File: src/rtl/uart_rx_byte.sv
// uart_rx_byte: 8N1 serial receiver holding the last good byte, with valid and framing-error strobes
module uart_rx_byte #(
   parameter int CLOCK_HZ     = 125000000,
   parameter int BAUD         = 115200,
   parameter int CLKS_PER_BIT = CLOCK_HZ / BAUD
) (
   input  logic       i_clock_125MHz,
   input  logic       i_reset,
   input  logic       i_rx,
   output logic [7:0] o_data,
   output logic       o_valid,
   output logic       o_frame_error,
   output logic       o_busy
);
   localparam int CW = $clog2(CLKS_PER_BIT);
   localparam logic [CW-1:0] HALF = CW'(CLKS_PER_BIT / 2 - 1);
   localparam logic [CW-1:0] FULL = CW'(CLKS_PER_BIT - 1);

   typedef enum logic [2:0] {IDLE, START, DATA, STOP, WAIT_HIGH} state_t;

   state_t          state, state_n;
   logic            rx_m, rx_s;
   logic [CW-1:0]   cnt;
   logic [2:0]      bit_idx;
   logic [7:0]      shreg;
   logic            tick, done_ok, done_err;

   // two-flop synchronizer, idles high so reset never looks like a start bit
   always_ff @(posedge i_clock_125MHz or posedge i_reset)
      if (i_reset) {rx_m, rx_s} <= 2'b11;
      else         {rx_m, rx_s} <= {i_rx, rx_m};

   // state register
   always_ff @(posedge i_clock_125MHz or posedge i_reset)
      if (i_reset) state <= IDLE;
      else         state <= state_n;

   // next-state logic
   always_comb begin
      state_n = state;
      case (state)
         IDLE:      if (!rx_s) state_n = START;
         START:     if (tick) state_n = rx_s ? IDLE : DATA;
         DATA:      if (tick && bit_idx == 3'd7) state_n = STOP;
         STOP:      if (tick) state_n = rx_s ? IDLE : WAIT_HIGH;
         WAIT_HIGH: if (rx_s) state_n = IDLE;
         default:   state_n = IDLE;
      endcase
   end

   // sample points and frame outcome
   always_comb begin
      tick     = (state == START) ? (cnt == HALF) : ((state == DATA || state == STOP) && cnt == FULL);
      done_ok  = (state == STOP) && tick && rx_s;
      done_err = (state == STOP) && tick && !rx_s;
      o_busy   = (state != IDLE);
   end

   // baud counter reloads at each sample point and is held clear while not timing bits
   always_ff @(posedge i_clock_125MHz or posedge i_reset)
      if (i_reset)                                   cnt <= '0;
      else if (tick || state == IDLE || state == WAIT_HIGH) cnt <= '0;
      else                                           cnt <= cnt + 1'b1;

   // data bits land LSB first at their own index
   always_ff @(posedge i_clock_125MHz or posedge i_reset)
      if (i_reset) begin
         bit_idx <= '0;
         shreg   <= '0;
      end else if (state == START) begin
         bit_idx <= '0;
      end else if (state == DATA && tick) begin
         shreg[bit_idx] <= rx_s;
         bit_idx        <= bit_idx + 1'b1;
      end

   // registered outputs: held byte and one-cycle strobes
   always_ff @(posedge i_clock_125MHz or posedge i_reset)
      if (i_reset) begin
         o_data        <= '0;
         o_valid       <= 1'b0;
         o_frame_error <= 1'b0;
      end else begin
         o_data        <= done_ok ? shreg : o_data;
         o_valid       <= done_ok;
         o_frame_error <= done_err;
      end
endmodule
File: config.mk
export PLATFORM = sky130hd
export DESIGN_NAME = uart_rx_byte
export DESIGN_NICKNAME = d
export VERILOG_FILES = /design/src/rtl/uart_rx_byte.sv
export SDC_FILE = /design/constraint.sdc
export NUM_CORES = 1
export LEC_CHECK = 0
export BUFFER_PORTS_ARGS = -buffer_cell sky130_fd_sc_hd__buf_4
export CAP_MARGIN = 20
export CORE_ASPECT_RATIO = 0.6
export CORE_MARGIN = 2
export CORE_UTILIZATION = 34
export DETAILED_ROUTE_END_ITERATION = 10
export GPL_TIMING_DRIVEN = 0
export PLACE_DENSITY = 0.57
export SETUP_SLACK_MARGIN = 0.4
export SLEW_MARGIN = 25
export SYNTH_ARGS = -nofsm -noshare
export SYNTH_HDL_FRONTEND = slang
export SYNTH_SLANG_ARGS = --single-unit
File: constraint.sdc
create_clock -name i_clock_125MHz -period 2.8 [get_ports i_clock_125MHz]
set_input_delay 0.42 -clock i_clock_125MHz [delete_from_list [all_inputs] [get_ports i_clock_125MHz]]
set_output_delay 0.42 -clock i_clock_125MHz [all_outputs]
set_load 0.005 [all_outputs]
Word level (Yosys, flattened, before mapping)
Index checks and enable logic that the tools add are counted.
- bits in registers: 37
- bits of input ports: 3
- output and inout bits: 11
- logic and storage cells: 57
- add/sub/neg operators: 2
- order comparisons: 2
- equality and inequality tests: 12
- muxes and demuxes: 15
- bitwise operators: 1
- reduce and logical (&&, ||, !) cells: 16
- operators with widths (kind ; count):
    two-way mux 3 bit ; 8
    case mux 3 bit (5 select lines) ; 1
    adder 11 x 1 -> 11 bit (second input constant) ; 1
    == test 11 x 10 -> 1 bit (second input constant) ; 1
    == test 11 bit (second input constant) ; 1
    two-way mux 11 bit ; 1
    != test 2 bit (second input constant) ; 5
    bitwise mux 8 bit ; 1
    logical AND 1 bit ; 7
    == test 3 x 2 -> 1 bit (second input constant) ; 2
    == test 3 bit (second input constant) ; 2
    AND reduction 5 bit ; 1
    less-than comparator 3 x 4 -> 1 bit (second input constant) ; 1
    adder 3 x 1 -> 3 bit (second input constant) ; 1
    demux 1 bit (select 3 bit) ; 1
    == test 3 x 1 -> 1 bit (second input constant) ; 1
    >= comparator 3 x 1 -> 1 bit (second input constant) ; 1
    zero test 3 bit ; 1
    logical OR 1 bit ; 3
    nonzero test 3 bit ; 1
    two-way mux 1 bit ; 2
    two-way mux 2 bit ; 1
    AND reduction 2 bit ; 1
    nonzero test 2 bit ; 1
    other kinds (2) ; 2

Depth between registers and ports, before layout
Gate-level depths: netlist of run 1.
- depth after elaboration: 7
- depth in mapped cells: 7
- mapped depth without buffers: 6

Least setup slack after synthesis of run 1
OpenSTA, ideal clock, no wires.
- kind: reg-to-reg
- start point: register cnt[0]
- end point: register shreg[2]
- setup time: 0.125 ns
- data arrival time: 1.624 ns
- data required time: 2.675 ns
- slack: 1.051 ns
- cell stages (with the launch flop): 7
- path buffers: 0
- clock period less this slack: 1.749 ns
- cell sequence: dfrtp_1 -> inv_1 -> ha_1 -> and4b_1 -> nand4_2 -> nor4b_1 -> mux2_2
- word-level cells in the longest chain between the ends: 5
- elaborated cells on any way between the ends: 6
- classes of those cells: eq/ne (2); mux (1); reduce/logical (3)
- ends and longest elaborated chain (what ; RTL line ; text):
    start, declared ; 23 ; logic [CW-1:0] cnt;
    start signal, assigned ; 63 ; else cnt <= cnt + 1'b1;
    == test 11 bit ; 53 ; tick = (state == START) ? (cnt == HALF) : ((state == DATA || state == STOP) && cnt == FULL);
    logical AND 1 bit ; 53 ;
    two-way mux 1 bit * ; 53 ;
    logical AND 1 bit * ; 72 ; end else if (state == DATA && tick) begin
    AND reduction 2 bit (no source line) * ; - ;
    end signal, assigned by index ; 73 ; shreg[bit_idx] <= rx_s;
    end, declared ; 25 ; logic [7:0] shreg;
Every way passes the cells marked *; elsewhere a longest branch is shown, timed or not.
A chain may end at the register's enable or synchronous reset.

Worst setup path in the final report of run 1
Ends and elaborated chain as after synthesis.

==> flow_metrics.tcl, run 1 <==
set metrics [dict create \
    drive_gt1_share_pct 28.0 \
    rr_startpoint "cnt[0]" \
    setup_tns_ns 0 \
    synthArstFlopShare_pct 100 \
    cap_violations 0 \
    avgSynthCellArea_um2 11.2 \
    dp_hpwl_um 2420 \
    via_count 1206 \
    ys_warn_count 0 \
    drtIter0Drc 42 \
    ys_ff_latch 37 \
    place_congestion 0.850 \
    switching_share_pct 21.9 \
    max_freq_ghz 0.500 \
    fp.dieH_um 60.5 \
    muxShareOfSynthArea_pct 12.2 \
    post_cts_buffers 0 \
    grt.overflow.total 0 \
    design.core.area_um2 5100 \
    cts_hold_buf 0 \
    n_antenna_cell 0 \
    cts.clk_slew.worst_paths_ns 0.07 \
    worst_pin_slew_ns 0.784 \
    setup_viol 0 \
    p_switching_mw 0.200 \
    route.met2.wl_um 1380 \
    fin_nets 189 \
    routed_wl_um 3380 \
    wirelength_met1_um 1860 \
    ioPinCount 14 \
    synth_compound_area_share_pct 4.22 \
    antenna_found_initial 0 \
    finalHoldViolations 0 \
    ys_seq_area_share_pct 51.3 \
    hold_path_class "input port to flip-flop" \
    combPwrFrac_pct 1.8 \
    synthCells 161 \
    highest_layer "met4" \
    min_from "i_rx" \
    syn2layout_area_growth_pct 14.5 \
    synthSimpleGateAreaFrac_pct 19.2 \
    finalClockSkew_ns 0.00385 \
    startpoint "cnt[0]" \
    critical_path_arrival_ns 2.17 \
    slew_violations 0 \
    grt_pass1_vias 1192 \
    drc 0 \
    yosys_most_used_dff "dfrtp_1" \
    cts_tree "done" \
    crit_required_ns 2.98 \
    grt_pass1_wl_um 5750 \
    place_area_um2 1990 \
    synth_nets 169 \
    status "complete, no violations" \
    cp_max_fo 8 \
    seqPwrFrac_pct 59.0 \
    synth.cell_area_um2 1810 \
    grt_usage_pct 12.4 \
    cp-start-kind "flip-flop" \
    criticalPathCategory "flip-flop to flip-flop" \
    post_drt_wl_per_cell_um 13.6 \
    end_kind "flip-flop" \
    h-tree-depth 2 \
    period_share_pct 71.4 \
    dieArea_um2 5940 \
    clockRootBuffer "clkbuf_8" \
    first_pass_iters 4 \
    cts_buffers 5 \
    synth-xor-area-share_pct 4.84 \
    rows 20 \
    slew-limit-headroom_pct 47.6 \
    intPower_mw 0.712 \
    fin_crit_ns 2.00 \
    synth_cell_types 41 \
    clockBufferDepth 2 \
    dieWidth_um 98.2 \
    synth_edf_count 0 \
    vias_per_cell 4.86 \
    grt_max_degree 38 \
    rsz0062_at_grt "no" \
    nFillCells 507 \
    cts_resized 0 \
    start_util_pct 35.5 \
    wl_met3_um 117 \
    power.leakage_nw 0.965 \
    clock_latency_ns 0.29 \
    ir_drop_uv 160 \
    io_buffer_count 13 \
    clkPwrFrac_pct 39.2 \
    stdcell_area_um2 2070 \
    synth_top_family_by_area "simple AND/OR/NAND/NOR gates" \
    ant_nets 0 \
    power_density_nw_per_um2 440 \
    synthAdderAreaFrac_pct 3.46 \
    cts_num_sinks 37 \
]
## stage by stage
step | utilization, % | power (mW) | hold slack, ns | instances | setup slack (ns)
3_3_place_gp | 39.0 | 0.565 | 0.347 | 240 | 0.840
5_1_grt | 40.6 | 0.952 | 0.231 | 248 | 0.688
2_1_floorplan | - | 0.558 | 0.345 | 161 | 1.05
6_report | 40.6 | 0.912 | 0.239 | 248 | 0.801
3_5_place_dp | 39.0 | 0.565 | 0.354 | 240 | 0.826
4_1_cts | 40.6 | 0.926 | 0.232 | 248 | 0.821
## power groups by stage
stage | sequential, mW | clock (mW) | combinational, mW
floorplan | 0.548 | 0 | 0.0105
global placement | 0.548 | 0 | 0.0166
detailed placement | 0.548 | 0 | 0.0173
CTS | 0.538 | 0.371 | 0.0174
global route | 0.538 | 0.395 | 0.0195
finish | 0.538 | 0.358 | 0.0164
## routing by layer
metal / vias up / global-route usage (%)
met4: 0 / 3.72
met1: 587 / 17.8
met2: 20 / 18.0
li1: 595 / -
met5: - / 0
met3: 4 / 3.92
## cells in the mapped netlist (2+ instances only)
library cell  instances  share of area (%)
a21oi_1               5                1.4
and2_1                2               0.69
and3_1                2               0.69
buf_2                 3               0.83
buf_6                 2                1.2
clkbuf_1              4               0.83
dfrtp_1              35                 48
dfstp_2               2                2.9
ha_1                  5                3.5
inv_1                 6                1.2
mux2_2                8                5.0
mux2_4                8                6.6
nand2_1              11                2.3
nand3_1               7                1.9
nand4_1               3                1.0
nand4b_1              2               0.97
nor2_1               18                3.7
nor3_1                6                1.7
o31ai_1               2               0.83
xnor2_1               2               0.97
xor2_1                8                3.9
## worst paths after layout
check	to	cells past startpoint	slack, ns
max	shreg[2]	6	0.80
min	rx_m	1	0.24
max reg2reg	shreg[2]	6	0.80
min reg2reg	rx_s	0	0.36
max in group asynchronous	state[0]	2	2.02
min in group asynchronous	cnt[1]	2	0.28
## cell usage in the layout, fill, tap and decap left out, types with 2 or more instances in the layout
cell / netlist / final
a21oi_1: 5 / 5
mux2_4: 8 / 8
xnor2_1: 2 / 2
clkbuf_8: 0 / 5
and3_1: 2 / 2
xor2_1: 8 / 8
inv_1: 6 / 5
dfstp_2: 2 / 2
buf_6: 2 / 2
clkinv_2: 0 / 2
o31ai_1: 2 / 2
nand2_1: 11 / 11
buf_2: 3 / 3
buf_4: 1 / 14
clkbuf_1: 4 / 5
nand4_1: 3 / 3
and2_1: 2 / 2
dfrtp_1: 35 / 35
nor2_1: 18 / 18
mux2_2: 8 / 8
nand3_1: 7 / 7
nor3_1: 6 / 6
nand4b_1: 2 / 2
ha_1: 5 / 5
## state kept, by name, indices dropped and copies added, names as in the netlist
signal	cells
rx_m	1
cnt	11
o_data	8
bit_idx	3
state	3
rx_s	1
o_valid	1
o_frame_error	1
shreg	8
## layout make-up
class                           instances  area (µm²)  share of cell area, %
Buffer                                 11        65.1                   3.14
Clock buffer                            6        72.6                   3.50
Clock inverter                          2        10.0                  0.483
Inverter                                6        22.5                   1.09
Multi-Input combinational cell        107         795                   38.3
Sequential cell                        37         928                   44.8
Tap cell                               66        82.6                   3.98
Timing Repair Buffer                   13        97.6                   4.71
## worst max-delay path: stages, from the launching register on
cell     delay [ns]
dfrtp_1        0.42
inv_1          0.08
ha_1           0.17
and4b_1        0.22
nand4_2        0.24
nor4b_1        0.38
mux2_2         0.38
## kinds of logic (layout without fill, tap and decap cells)
group,Yosys count,in the layout
AOI/OAI and AO/OA,12,12
xor gates and xnor gates,10,10
buffers and inverters,17,38
muxes,17,17
DFF,37,37
and+or+nand+nor,63,63
adders and majority gates,5,5
Note: power is estimated with default switching activity, not from simulation.
==> inputs of run 2 (changes only) <==
--- a/config.mk
+++ b/config.mk
@@ -5,6 +5,7 @@
 export SDC_FILE = /design/constraint.sdc
 export NUM_CORES = 1
 export LEC_CHECK = 0
+export ABC_AREA = 1
 export BUFFER_PORTS_ARGS = -buffer_cell sky130_fd_sc_hd__buf_4
 export CAP_MARGIN = 20
 export CORE_ASPECT_RATIO = 0.6
@@ -12,7 +13,7 @@
 export CORE_UTILIZATION = 34
 export DETAILED_ROUTE_END_ITERATION = 10
 export GPL_TIMING_DRIVEN = 0
-export PLACE_DENSITY = 0.57
+export PLACE_DENSITY = 0.59
 export SETUP_SLACK_MARGIN = 0.4
 export SLEW_MARGIN = 25
 export SYNTH_ARGS = -nofsm -noshare
==> constraint.sdc (replaced) <==
create_clock -name i_clock_125MHz -period 1.8 [get_ports i_clock_125MHz]
set_input_delay 0.27 -clock i_clock_125MHz [delete_from_list [all_inputs] [get_ports i_clock_125MHz]]
set_output_delay 0.27 -clock i_clock_125MHz [all_outputs]
set_load 0.005 [all_outputs]
==> run 2 against run 1 <==
- via count grew 31%
- power grew 57%
- critical path depth grew 7
- final area grew 20%
- cell count grew 33%
- die area grew 3.3%
- synthesized area grew 3.5%
- sequential power grew 55%
- sequential share of layout area shrank 7.2 points
- register-to-register slack lost 0.58 ns
- synthesized cell count grew 39%
- critical endpoint is now shreg[1]
- highest routed layer unchanged
==> flow_metrics.tcl, run 2 <==
set metrics [dict create \
    first_pass_iters 4 \
    setup_viol 0 \
    cp-start-kind "flip-flop" \
    nFillCells 488 \
    max_freq_ghz 0.632 \
    drc 0 \
    slew-limit-headroom_pct 75.9 \
    finalClockSkew_ns 0.0122 \
    cts_buffers 5 \
    fp.dieH_um 61.5 \
    avgSynthCellArea_um2 8.37 \
    drtIter0Drc 142 \
    synth_nets 232 \
    syn2layout_area_growth_pct 32.4 \
    cpPeakStageDelay_ns 0.39 \
    ioPinCount 14 \
    grt.overflow.total 0 \
    period_share_pct 87.9 \
    status "complete, no violations" \
    crit_chain "inv_2 > ha_4 > nand2_2 > inv_2 > nand2_2 > nor2_4 > nand3_4 > nand2_8 > nand3_4 > inv_4 > buf_6 > nand3_1 > nand2_1" \
    multi_input_area_um2 992 \
    setup_tns_ns 0 \
    synth.most_common_cell "nand2_1" \
    slew_violations 0 \
    clockBufferDepth 2 \
    slowest_stage "dfrtp_1" \
    clockRootBuffer "clkbuf_8" \
    ir_drop_uv 270 \
    cts_num_sinks 37 \
    criticalPathCategory "flip-flop to flip-flop" \
    largest_register_ffs 11 \
    seqPwrFrac_pct 58.6 \
    critical_path_arrival_ns 1.81 \
    rsz0062_at_grt "yes" \
    met1_usage_pct 22.6 \
    power.leakage_nw 1.22 \
    dp_hpwl_um 2690 \
    crit_required_ns 2.03 \
    finalHoldViolations 0 \
    yosysTopAreaCellShare_pct 46.7 \
    post-synth-top-area-cell "dfrtp_1" \
    synth_cell_types 26 \
    seqCellArea_um2 933 \
    p_switching_mw 0.311 \
    worst_pin_slew_ns 0.361 \
    synthCells 224 \
    cts.clk_slew.worst_paths_ns 0.07 \
    start_util_pct 36.2 \
    io_buffer_count 13 \
    p_total_mw 1.43 \
    grt_pass1_wl_um 7100 \
    fin_nets 272 \
    ys_seq_area_share_pct 49.5 \
    dieWidth_um 99.9 \
    end_kind "flip-flop" \
    via_count 1575 \
    routed_wl_um 4220 \
    power_density_nw_per_um2 575 \
    combPwrFrac_pct 2.3 \
    top_register "cnt" \
    grt_usage_pct 15.3 \
    drive_gt1_share_pct 34.0 \
    synth_area_leaders "dfrtp_1 (47%), nand2_1 (14%), nand3_1 (6.1%), nor2_1 (4.2%), inv_1 (4.0%)" \
    intPower_mw 1.12 \
    grt_util_met3_pct 3.97 \
    h-tree-depth 2 \
    ys_ff_latch 37 \
    antenna_found_initial 0 \
    n_antenna_cell 0 \
    layout_common_cells "nand2_1 (63), dfrtp_1 (31), buf_4 (25), nand3_1 (19), nor2_1 (15)" \
    layout_commonest_cell "nand2_1" \
    design.core.area_um2 5180 \
    grtUsageMet2_pct 20.9 \
    cp_max_fo 5 \
    reg.largest.list "cnt (11), o_data (8), shreg (8)" \
    vias_per_cell 4.76 \
    grt_pass1_vias 1456 \
    cap_violations 0 \
    yosys_most_used_dff "dfrtp_1" \
    ant_nets 0 \
    synth.cell_area_um2 1870 \
    busiest_layer "met1" \
    clock_latency_ns 0.29 \
    ys_warn_count 0 \
    place_congestion 0.825 \
    cts_tree "done" \
    synthArstFlopShare_pct 100 \
    fin_crit_ns 1.58 \
    dieArea_um2 6140 \
    switching_share_pct 21.8 \
    post_drt_wl_per_cell_um 12.8 \
    yosys-top-cells-count "nand2_1 (68), dfrtp_1 (35), nand3_1 (23)" \
    hold_path_class "input port to flip-flop" \
    grt_max_degree 26 \
    synth_edf_count 0 \
    clkPwrFrac_pct 39.1 \
    rows 20 \
]
run 2: cell count changes after synthesis, sizes merged, moves of 7 or more:
| cell | change |
|---|---|
| nand4 | +7 |
| nand2 | +63 |
| xor2 | -7 |
| mux2 | -16 |
| inv | +16 |
| nand3 | +19 |
run 2: timing repair:
| action | in CTS | in global routing |
|---|---|---|
| hold endpoints to repair | 12 | 0 |
| gates resized for setup | 21 | 29 |
| setup buffers | 9 | 6 |
| pin swaps | 3 | 18 |
| gates cloned | 1 | 2 |
| hold buffers | 1 | 0 |
| endpoints found under the setup margin | 34 | 36 |
run 2: metrics by stage:
stage	utilization (%)	area, µm²	worst slack, ns	cells	hold WS [ns]
6_report	47.9	2480	0.219	331	0.0868
5_1_grt	47.9	2480	0.133	331	0.0706
4_1_cts	44.9	2320	0.206	323	0.0770
3_5_place_dp	40.1	2080	0.0440	304	0.249
3_3_place_gp	39.7	2060	0.0673	303	0.346
2_1_floorplan	-	1880	0.286	224	0.274
run 2: area by class of cell:
cell class	instances	area share [%]
timing repair inverter	1	0.202
clock inverter	1	0.202
multi-input combinational	161	40.0
tap	66	3.33
sequential	37	37.6
timing repair buffer	31	10.6
clock buffer	7	3.07
buffer	3	1.11
inverter	24	3.93
run 2: worst paths after layout:
kind                               from       end  slack, ns  depth (start not counted)
worst min-delay path               i_rx      rx_m       0.09                          1
min in group asynchronous       i_reset  shreg[7]       0.48                          3
worst min register to register     rx_m      rx_s       0.36                          0
worst max-delay path             cnt[1]  shreg[1]       0.22                         13
worst max register to register   cnt[1]  shreg[1]       0.22                         13
max in group asynchronous       i_reset      rx_m       0.80                          4
run 2: critical path, delay by kind of cell (launching register included):
family        cells  cell delay [ns]
flops             1             0.39
buf+inv           4             0.37
simple gates      8             0.64
fa+ha+maj         1             0.14
run 2: logic make-up after synthesis:
logic type	Yosys count	synth area share, %
simple gates	148	38.4
fa+ha+maj	5	3.34
flops	37	49.5
xor+xnor	3	1.40
buf+inv	27	6.07
compound gates	4	1.27
run 2: layer usage:
| metal | wire length (µm) | part of all wire, % |
|---|---|---|
| met5 | 0 | 0 |
| met4 | 54 | 1.3 |
| met3 | 170 | 4.0 |
| met2 | 1690 | 40 |
| met1 | 2310 | 55 |
run 2: power groups by stage:
| stage | clock, mW | combinational [mW] | sequential (mW) |
|---|---|---|---|
| 3_5_place_dp | 0 | 0.0334 | 0.852 |
| 6_report | 0.558 | 0.0335 | 0.836 |
| 2_1_floorplan | 0 | 0.0170 | 0.852 |
| 5_1_grt | 0.617 | 0.0389 | 0.836 |
| 4_1_cts | 0.571 | 0.0353 | 0.836 |
| 3_3_place_gp | 0 | 0.0272 | 0.852 |
